## src/rtl/mc_control_if.sv

```systemverilog
// Control bundle between the multi-cycle MIPS controller and its datapath.
// The controller side is master; the datapath side is slave.
interface mc_control_if;
  logic [5:0] op;
  logic [5:0] funct;
  logic       zero;
  logic       pcen;
  logic       memwrite;
  logic       irwrite;
  logic       regwrite;
  logic       iord;
  logic       memtoreg;
  logic       regdst;
  logic       alusrca;
  logic [1:0] alusrcb;
  logic [1:0] pcsrc;
  logic [2:0] alucontrol;
  logic [3:0] state;

  modport master (
    input  op, funct, zero,
    output pcen, memwrite, irwrite, regwrite,
    output iord, memtoreg, regdst, alusrca,
    output alusrcb, pcsrc, alucontrol, state
  );

  modport slave (
    output op, funct, zero,
    input  pcen, memwrite, irwrite, regwrite,
    input  iord, memtoreg, regdst, alusrca,
    input  alusrcb, pcsrc, alucontrol, state
  );
endinterface

```

## src/rtl/mc_control.sv

```systemverilog
// Multi-cycle MIPS main controller: Moore FSM sequencing the shared
// datapath, plus ALU operation decode.
module mc_control (
  input logic         clk,
  input logic         reset,
  mc_control_if.master bus
);

  typedef enum logic [3:0] {
    FETCH   = 4'd0,
    DECODE  = 4'd1,
    MEMADR  = 4'd2,
    MEMRD   = 4'd3,
    MEMWB   = 4'd4,
    MEMWR   = 4'd5,
    RTYPEEX = 4'd6,
    RTYPEWB = 4'd7,
    BEQEX   = 4'd8,
    ADDIEX  = 4'd9,
    ADDIWB  = 4'd10,
    JEX     = 4'd11
  } state_t;

  localparam logic [5:0] OP_LW   = 6'b100011;
  localparam logic [5:0] OP_SW   = 6'b101011;
  localparam logic [5:0] OP_RTYP = 6'b000000;
  localparam logic [5:0] OP_BEQ  = 6'b000100;
  localparam logic [5:0] OP_ADDI = 6'b001000;
  localparam logic [5:0] OP_J    = 6'b000010;

  localparam logic [1:0] AOP_ADD = 2'b00;
  localparam logic [1:0] AOP_SUB = 2'b01;
  localparam logic [1:0] AOP_FN  = 2'b10;

  state_t     state_q;
  state_t     state_d;
  state_t     cur;
  logic       pcwrite;
  logic       branch;
  logic       memwrite;
  logic       irwrite;
  logic       regwrite;
  logic [1:0] aluop;

  always_ff @(posedge clk) begin
    if (!reset) state_q <= FETCH;
    else        state_q <= state_d;
  end

  // While held in reset the outputs look like FETCH with enables gated.
  assign cur = reset ? state_q : FETCH;

  always_comb begin
    state_d      = FETCH;
    pcwrite      = 1'b0;
    branch       = 1'b0;
    memwrite     = 1'b0;
    irwrite      = 1'b0;
    regwrite     = 1'b0;
    aluop        = AOP_ADD;
    bus.iord     = 1'b0;
    bus.memtoreg = 1'b0;
    bus.regdst   = 1'b0;
    bus.alusrca  = 1'b0;
    bus.alusrcb  = 2'b00;
    bus.pcsrc    = 2'b00;
    case (cur)
      FETCH: begin
        irwrite     = 1'b1;
        pcwrite     = 1'b1;
        bus.alusrcb = 2'b01;
        state_d     = DECODE;
      end
      DECODE: begin
        bus.alusrcb = 2'b11;
        unique case (1'b1)
          (bus.op == OP_LW),
          (bus.op == OP_SW):   state_d = MEMADR;
          (bus.op == OP_RTYP): state_d = RTYPEEX;
          (bus.op == OP_BEQ):  state_d = BEQEX;
          (bus.op == OP_ADDI): state_d = ADDIEX;
          (bus.op == OP_J):    state_d = JEX;
          default:             state_d = FETCH;
        endcase
      end
      MEMADR: begin
        bus.alusrca = 1'b1;
        bus.alusrcb = 2'b10;
        state_d     = (bus.op == OP_SW) ? MEMWR : MEMRD;
      end
      MEMRD: begin
        bus.iord = 1'b1;
        state_d  = MEMWB;
      end
      MEMWB: begin
        bus.memtoreg = 1'b1;
        regwrite     = 1'b1;
      end
      MEMWR: begin
        bus.iord = 1'b1;
        memwrite = 1'b1;
      end
      RTYPEEX: begin
        bus.alusrca = 1'b1;
        aluop       = AOP_FN;
        state_d     = RTYPEWB;
      end
      RTYPEWB: begin
        bus.regdst = 1'b1;
        regwrite   = 1'b1;
      end
      BEQEX: begin
        bus.alusrca = 1'b1;
        aluop       = AOP_SUB;
        bus.pcsrc   = 2'b01;
        branch      = 1'b1;
      end
      ADDIEX: begin
        bus.alusrca = 1'b1;
        bus.alusrcb = 2'b10;
        state_d     = ADDIWB;
      end
      ADDIWB: regwrite = 1'b1;
      JEX: begin
        bus.pcsrc = 2'b10;
        pcwrite   = 1'b1;
      end
      default: state_d = FETCH;
    endcase
  end

  always_comb begin
    bus.alucontrol = 3'b010;
    case (aluop)
      AOP_SUB: bus.alucontrol = 3'b110;
      AOP_FN: begin
        case (bus.funct)
          6'b100010: bus.alucontrol = 3'b110;
          6'b100100: bus.alucontrol = 3'b000;
          6'b100101: bus.alucontrol = 3'b001;
          6'b101010: bus.alucontrol = 3'b111;
          default:   bus.alucontrol = 3'b010;
        endcase
      end
      default: bus.alucontrol = 3'b010;
    endcase
  end

  assign bus.pcen     = reset & (pcwrite | (branch & bus.zero));
  assign bus.memwrite = reset & memwrite;
  assign bus.irwrite  = reset & irwrite;
  assign bus.regwrite = reset & regwrite;
  assign bus.state    = cur;

endmodule
```

## src/flat_wrapper.sv

```systemverilog
// flat-port wrapper written by rule: the top's interface ports become plain ports
module mc_control_flat 
  (clk, reset, bus_op, bus_funct, bus_zero, bus_pcen, bus_memwrite, bus_irwrite, bus_regwrite, bus_iord, bus_memtoreg, bus_regdst, bus_alusrca, bus_alusrcb, bus_pcsrc, bus_alucontrol, bus_state);
  mc_control_if bus_i ();
  input logic clk;
  input logic reset;
  input wire logic [$bits(bus_i.op)-1:0] bus_op;
  input wire logic [$bits(bus_i.funct)-1:0] bus_funct;
  input wire logic [$bits(bus_i.zero)-1:0] bus_zero;
  output wire logic [$bits(bus_i.pcen)-1:0] bus_pcen;
  output wire logic [$bits(bus_i.memwrite)-1:0] bus_memwrite;
  output wire logic [$bits(bus_i.irwrite)-1:0] bus_irwrite;
  output wire logic [$bits(bus_i.regwrite)-1:0] bus_regwrite;
  output wire logic [$bits(bus_i.iord)-1:0] bus_iord;
  output wire logic [$bits(bus_i.memtoreg)-1:0] bus_memtoreg;
  output wire logic [$bits(bus_i.regdst)-1:0] bus_regdst;
  output wire logic [$bits(bus_i.alusrca)-1:0] bus_alusrca;
  output wire logic [$bits(bus_i.alusrcb)-1:0] bus_alusrcb;
  output wire logic [$bits(bus_i.pcsrc)-1:0] bus_pcsrc;
  output wire logic [$bits(bus_i.alucontrol)-1:0] bus_alucontrol;
  output wire logic [$bits(bus_i.state)-1:0] bus_state;
  assign bus_i.op = bus_op;
  assign bus_i.funct = bus_funct;
  assign bus_i.zero = bus_zero;
  assign bus_pcen = bus_i.pcen;
  assign bus_memwrite = bus_i.memwrite;
  assign bus_irwrite = bus_i.irwrite;
  assign bus_regwrite = bus_i.regwrite;
  assign bus_iord = bus_i.iord;
  assign bus_memtoreg = bus_i.memtoreg;
  assign bus_regdst = bus_i.regdst;
  assign bus_alusrca = bus_i.alusrca;
  assign bus_alusrcb = bus_i.alusrcb;
  assign bus_pcsrc = bus_i.pcsrc;
  assign bus_alucontrol = bus_i.alucontrol;
  assign bus_state = bus_i.state;
  mc_control u_core (.clk(clk), .reset(reset), .bus(bus_i));
endmodule
```

## config.mk

```make
export PLATFORM = sky130hd
export DESIGN_NAME = mc_control_flat
export DESIGN_NICKNAME = d
export VERILOG_FILES = /design/src/rtl/mc_control_if.sv /design/src/rtl/mc_control.sv /design/src/flat_wrapper.sv
export SDC_FILE = /design/constraint.sdc
export NUM_CORES = 1
export LEC_CHECK = 0
export BUFFER_PORTS_ARGS = -buffer_cell sky130_fd_sc_hd__buf_2
export CORE_MARGIN = 2
export CORE_UTILIZATION = 38
export CTS_BUF_LIST = sky130_fd_sc_hd__clkbuf_4 sky130_fd_sc_hd__clkbuf_8 sky130_fd_sc_hd__clkbuf_16
export CTS_CLUSTER_DIAMETER = 40
export DETAILED_ROUTE_END_ITERATION = 8
export PLACE_DENSITY = 0.74
export SLEW_MARGIN = 20
export SYNTH_ARGS = -nofsm -noshare
export SYNTH_HDL_FRONTEND = slang
export SYNTH_SLANG_ARGS = --single-unit
```

## constraint.sdc

```tcl
create_clock -name clk -period 1.6 [get_ports clk]
set_input_delay 0 -clock clk [delete_from_list [all_inputs] [get_ports clk]]
set_output_delay 0 -clock clk [all_outputs]
set_load 0.02 [all_outputs]
```

==> Implementation_results.wiki <==
{| class="wikitable"
! Metric !! Value
|-
| Power per Cell Area || 334 nW/um^2
|-
| Horizontal die dimension || roughly 44 um
|-
| Class of the worst hold path || in -> reg
|-
| Met3 Track Usage GR || 2.50%
|-
| Number of enable-type register cells in the synthesized netlist || 0
|-
| Final Max Tran Viols || 0
|-
| FFs w/ async S/R, synth || 0%
|-
| Maximum buffer depth of the clock tree || 2
|-
| Max reg flops || 4
|-
| Post-Place Cells || about 140
|-
| Total global routing overflow || 0
|-
| Number of top-level pins || 34
|-
| Synth cell types || 37
|-
| Power share of the combinational group || between 30% and 40%
|-
| Startpoint of the worst-slack reg-to-reg timing path || u_core.state_q[3]$_SDFF_PN0_
|-
| Antenna violation net count after detailed routing || 0
|-
| Num CTS Buffers || 3
|-
| Setup violators final || 4
|-
| Root Buffer Master || sky130_fd_sc_hd__clkbuf_4
|-
| Crit path cell chain || nand2_2, inv_2, or4_4, ha_4, and3b_2, a21oi_4, nor2b_4, buf_6
|-
| Period utilisation layout || 121%
|-
| Fraction of power consumed by sequential logic || 29.2%
|-
| Net count after synthesis || 101
|-
| Outcome || complete, but fails checks
|-
| Transition time at the pin with the least slew margin || 437 ps
|-
| Synthesis Warnings || 0
|-
| Iter 0 DRT Violations || 24
|-
| Time the worst path needs with I/O delays and setup || slightly below 2000 ps
|-
| Gate count of the mapped netlist || 83
|-
| Avg WL per Cell || 12.9 um
|-
| Via count of the first global-routing pass || 764
|-
| Critical setup path kind || reg -> out
|-
| Clock transition at the register clock pins on the worst setup and hold paths after CTS || 40 ps
|-
| Logic depth of the worst register-to-register path || 5
|-
| Internal power summed over all cells || 0.248 mW
|-
| Hold Path Stages || 4
|-
| Switching power total || 0.118 mW
|-
| Biggest register || u_core.state_q
|-
| Y dimension of the die || roughly 44 um
|-
| Final HPWL from detailed placement || 1410 um
|-
| First drt pass iteration count || 4
|-
| Full die area || approximately 1900 sq um
|-
| Post-synth top area share || 13.4%
|-
| Floorplan Core Area || 1490 sq um
|-
| Largest fanout of any net on the critical path || 3
|-
| Most congested layer reported by global routing || met2
|-
| Leakage power || 0.525 nW
|-
| FP Rows || 14
|-
| Setup total negative slack || -1060 ps
|-
| Total number of vias || 841
|-
| Worst rel slew slack || 70.8%
|-
| RSZ-0062 raised after global routing || yes
|-
| Global-route wire length before repair || between 3000 and 4000 um
|-
| Largest net degree at the start of global routing || 15
|-
| Synthesis-to-finish area growth || 83.1%
|-
| Setup slack after layout || -339 ps
|-
| Critical-path cell with the highest stage delay || sky130_fd_sc_hd__or4_4
|-
| Utilization of the core after routing || between 70% and 80%
|-
| Clock power share || a little over a third
|-
| Final weighted congestion of routability-driven global placement || 0.746
|-
| Critical Path Source Type || flip-flop
|-
| Cell area after synthesis || 598 sq um
|-
| MaxCap Viol Count || 0
|-
| Initial antenna violation count || 0
|-
| Register area share after synthesis || between 10% and 20%
|-
| Max Clk Rate || slightly above 500 MHz
|-
| Yosys reg bits || 4
|-
| GRT Overall Usage || 21.3%
|-
| Critical path data required time || 1600 ps
|-
| Post-synthesis cell type with the largest combined area || sky130_fd_sc_hd__dfxtp_1
|-
| Hold WS || 80.0 ps
|-
| Startpoint of the lowest-slack hold path || bus_op[4]
|-
| Flop-to-flop setup slack || about 50 ps
|-
| Ys flop type || sky130_fd_sc_hd__dfxtp_1
|-
| Setup skew after layout || roughly 0.37 ps
|-
| Filler-free cell count of the finished design || 153
|-
| Count of input and output buffers || 33
|-
| Main area contributors after synthesis || sky130_fd_sc_hd__dfxtp_1 13%, sky130_fd_sc_hd__nor3_1 7.5%, sky130_fd_sc_hd__ha_1 6.3%
|-
| Crit path largest cell delay || 550 ps
|-
| Layout filler cell count || 108
|-
| Number of hold-slack violations in the final timing report || 0
|-
| Post-Syn Area per Cell || between 7 and 8 sq um
|-
| Net count reported at finish || roughly 160
|-
| Violated checks || setup timing
|-
| Hold endpoint || u_core.state_q[3]$_SDFF_PN0_
|-
| Skew-Pair Late Insertion Delay || 230 ps
|-
| Setup crit end kind || primary output
|-
| TritonCTS sink count || 4
|-
| Global-route track usage on met2 || 37.1%
|-
| Synth cell count leaders || 9 x sky130_fd_sc_hd__nor3_1, 8 x sky130_fd_sc_hd__nand2_1, 5 x sky130_fd_sc_hd__inv_1
|-
| Detailed-route vias per instance || between 5 and 6
|-
| Layout cell share with drive strength beyond 1 || about three fifths
|-
| Crit path arrival time || 1940 ps
|-
| Antenna cell count || 0
|-
| Destination of the worst register-to-register timing path || u_core.state_q[1]$_SDFF_PN0_
|-
| Sw Share || 32.1%
|-
| Initial core utilization || approximately 40%
|-
| DRC violations left || 0
|-
| H-tree levels || 1
|-
| Peak ir drop on the vdd network || slightly below 0.3 mV
|-
| Detailed Route WL || between 1500 and 2000 um
|-
| TritonCTS clock tree || yes
|-
| Global routing usage on met1 || between 20 and 30%
|-
| Most repeated cell in the gate-level netlist after synthesis || sky130_fd_sc_hd__nor3_1
|-
| Largest registers ranked by flip-flop count || u_core.state_q: 4 flops
|}
[critical path: cells and delay by family, from the launching register on]
family,cells,cell delay [ps]
AOI/OAI and AO/OA,1,150
adders and majority gates,1,180
buffers and inverters,2,160
DFF,1,320
and+or+nand+nor,4,890
[power by group through the flow]
stage / registers [mW] / clock network [mW] / logic, mW
final: 0.107 / 0.127 / 0.132
after global routing: 0.107 / 0.133 / 0.145
after CTS: 0.106 / 0.128 / 0.120
after detailed placement: 0.108 / 0 / 0.117
after global placement: 0.107 / 0 / 0.113
after floorplan: 0.108 / 0 / 0.0612
[cells in the final DEF (no fill, tap or decap), types with 2 or more instances in the layout]
master and count:
sky130_fd_sc_hd__buf_2 28, sky130_fd_sc_hd__buf_4 21, sky130_fd_sc_hd__nor3_1 8, sky130_fd_sc_hd__buf_6 6, sky130_fd_sc_hd__nand2_1 4, sky130_fd_sc_hd__xor2_1 4, sky130_fd_sc_hd__dfxtp_2 4, sky130_fd_sc_hd__nand2_2 3
sky130_fd_sc_hd__inv_1 3, sky130_fd_sc_hd__nor3b_1 3, sky130_fd_sc_hd__nor2_1 3, sky130_fd_sc_hd__nand3_1 3, sky130_fd_sc_hd__clkbuf_4 3, sky130_fd_sc_hd__nand2b_1 2, sky130_fd_sc_hd__inv_2 2, sky130_fd_sc_hd__or4_4 2
sky130_fd_sc_hd__nor4bb_1 2, sky130_fd_sc_hd__and4bb_2 2, sky130_fd_sc_hd__o21ai_0 2, sky130_fd_sc_hd__and3_1 2, sky130_fd_sc_hd__o211ai_1 2, sky130_fd_sc_hd__ha_4 2
[worst max path at each step]
stage,startpoint,to,slack (ps),depth (start not counted)
global placement,u_core.state_q[3]$_SDFF_PN0_,bus_alucontrol[2],-70,7
global route,u_core.state_q[0]$_SDFF_PN0_,bus_alucontrol[2],-380,8
floorplan,u_core.state_q[3]$_SDFF_PN0_,bus_alucontrol[2],-10,7
finish,u_core.state_q[0]$_SDFF_PN0_,bus_alucontrol[2],-340,8
CTS,u_core.state_q[1]$_SDFF_PN0_,bus_alucontrol[2],-320,8
detailed placement,u_core.state_q[3]$_SDFF_PN0_,bus_alucontrol[2],-90,7
[through the flow]
stage          area (sq um)  worst slack [ps]  total power [mW]
5_1_grt                1090              -377             0.385
3_5_place_dp            923             -90.9             0.224
6_report               1090              -339             0.366
2_1_floorplan           654             -11.8             0.169
4_1_cts                1000              -319             0.354
3_3_place_gp            923             -70.4             0.221
[timing repair]
| item | 4_1_cts | 5_1_grt |
|---|---|---|
| hold buffers | 0 | 0 |
| pin swaps | 6 | 4 |
| endpoints found under the setup margin | 5 | 7 |
| gates resized for setup | 9 | 14 |
| buffers inserted | 4 | 4 |
[cell type report]
class | instances | area (sq um) | area share (%)
Multi-Input combinational cell | 69 | 577 | 52.7
Timing Repair Buffer | 55 | 365 | 33.4
Sequential cell | 4 | 85.1 | 7.77
Inverter | 6 | 25.0 | 2.29
Clock buffer | 3 | 22.5 | 2.06
Tap cell | 16 | 20.0 | 1.83
[kinds of logic (layout without fill, tap and decap cells)]
family	after synthesis	count (layout)	synth area share (%)
adder cells (fa/ha/maj)	3	3	6.28
XOR/XNOR	5	5	7.32
buffers and inverters	10	64	7.53
flip-flops	4	4	13.4
AND/OR/NAND/NOR	48	48	49.8
AO/OA/AOI/OAI	13	13	15.7
[layer usage]
layer / vias to the layer above / part of all wire (%)
met3: 6 / 4.9
met1: 389 / 43
li1: 419 / -
met4: 0 / 2.0
met5: - / 0
met2: 27 / 50
Note: power is estimated with default switching activity, not from simulation.
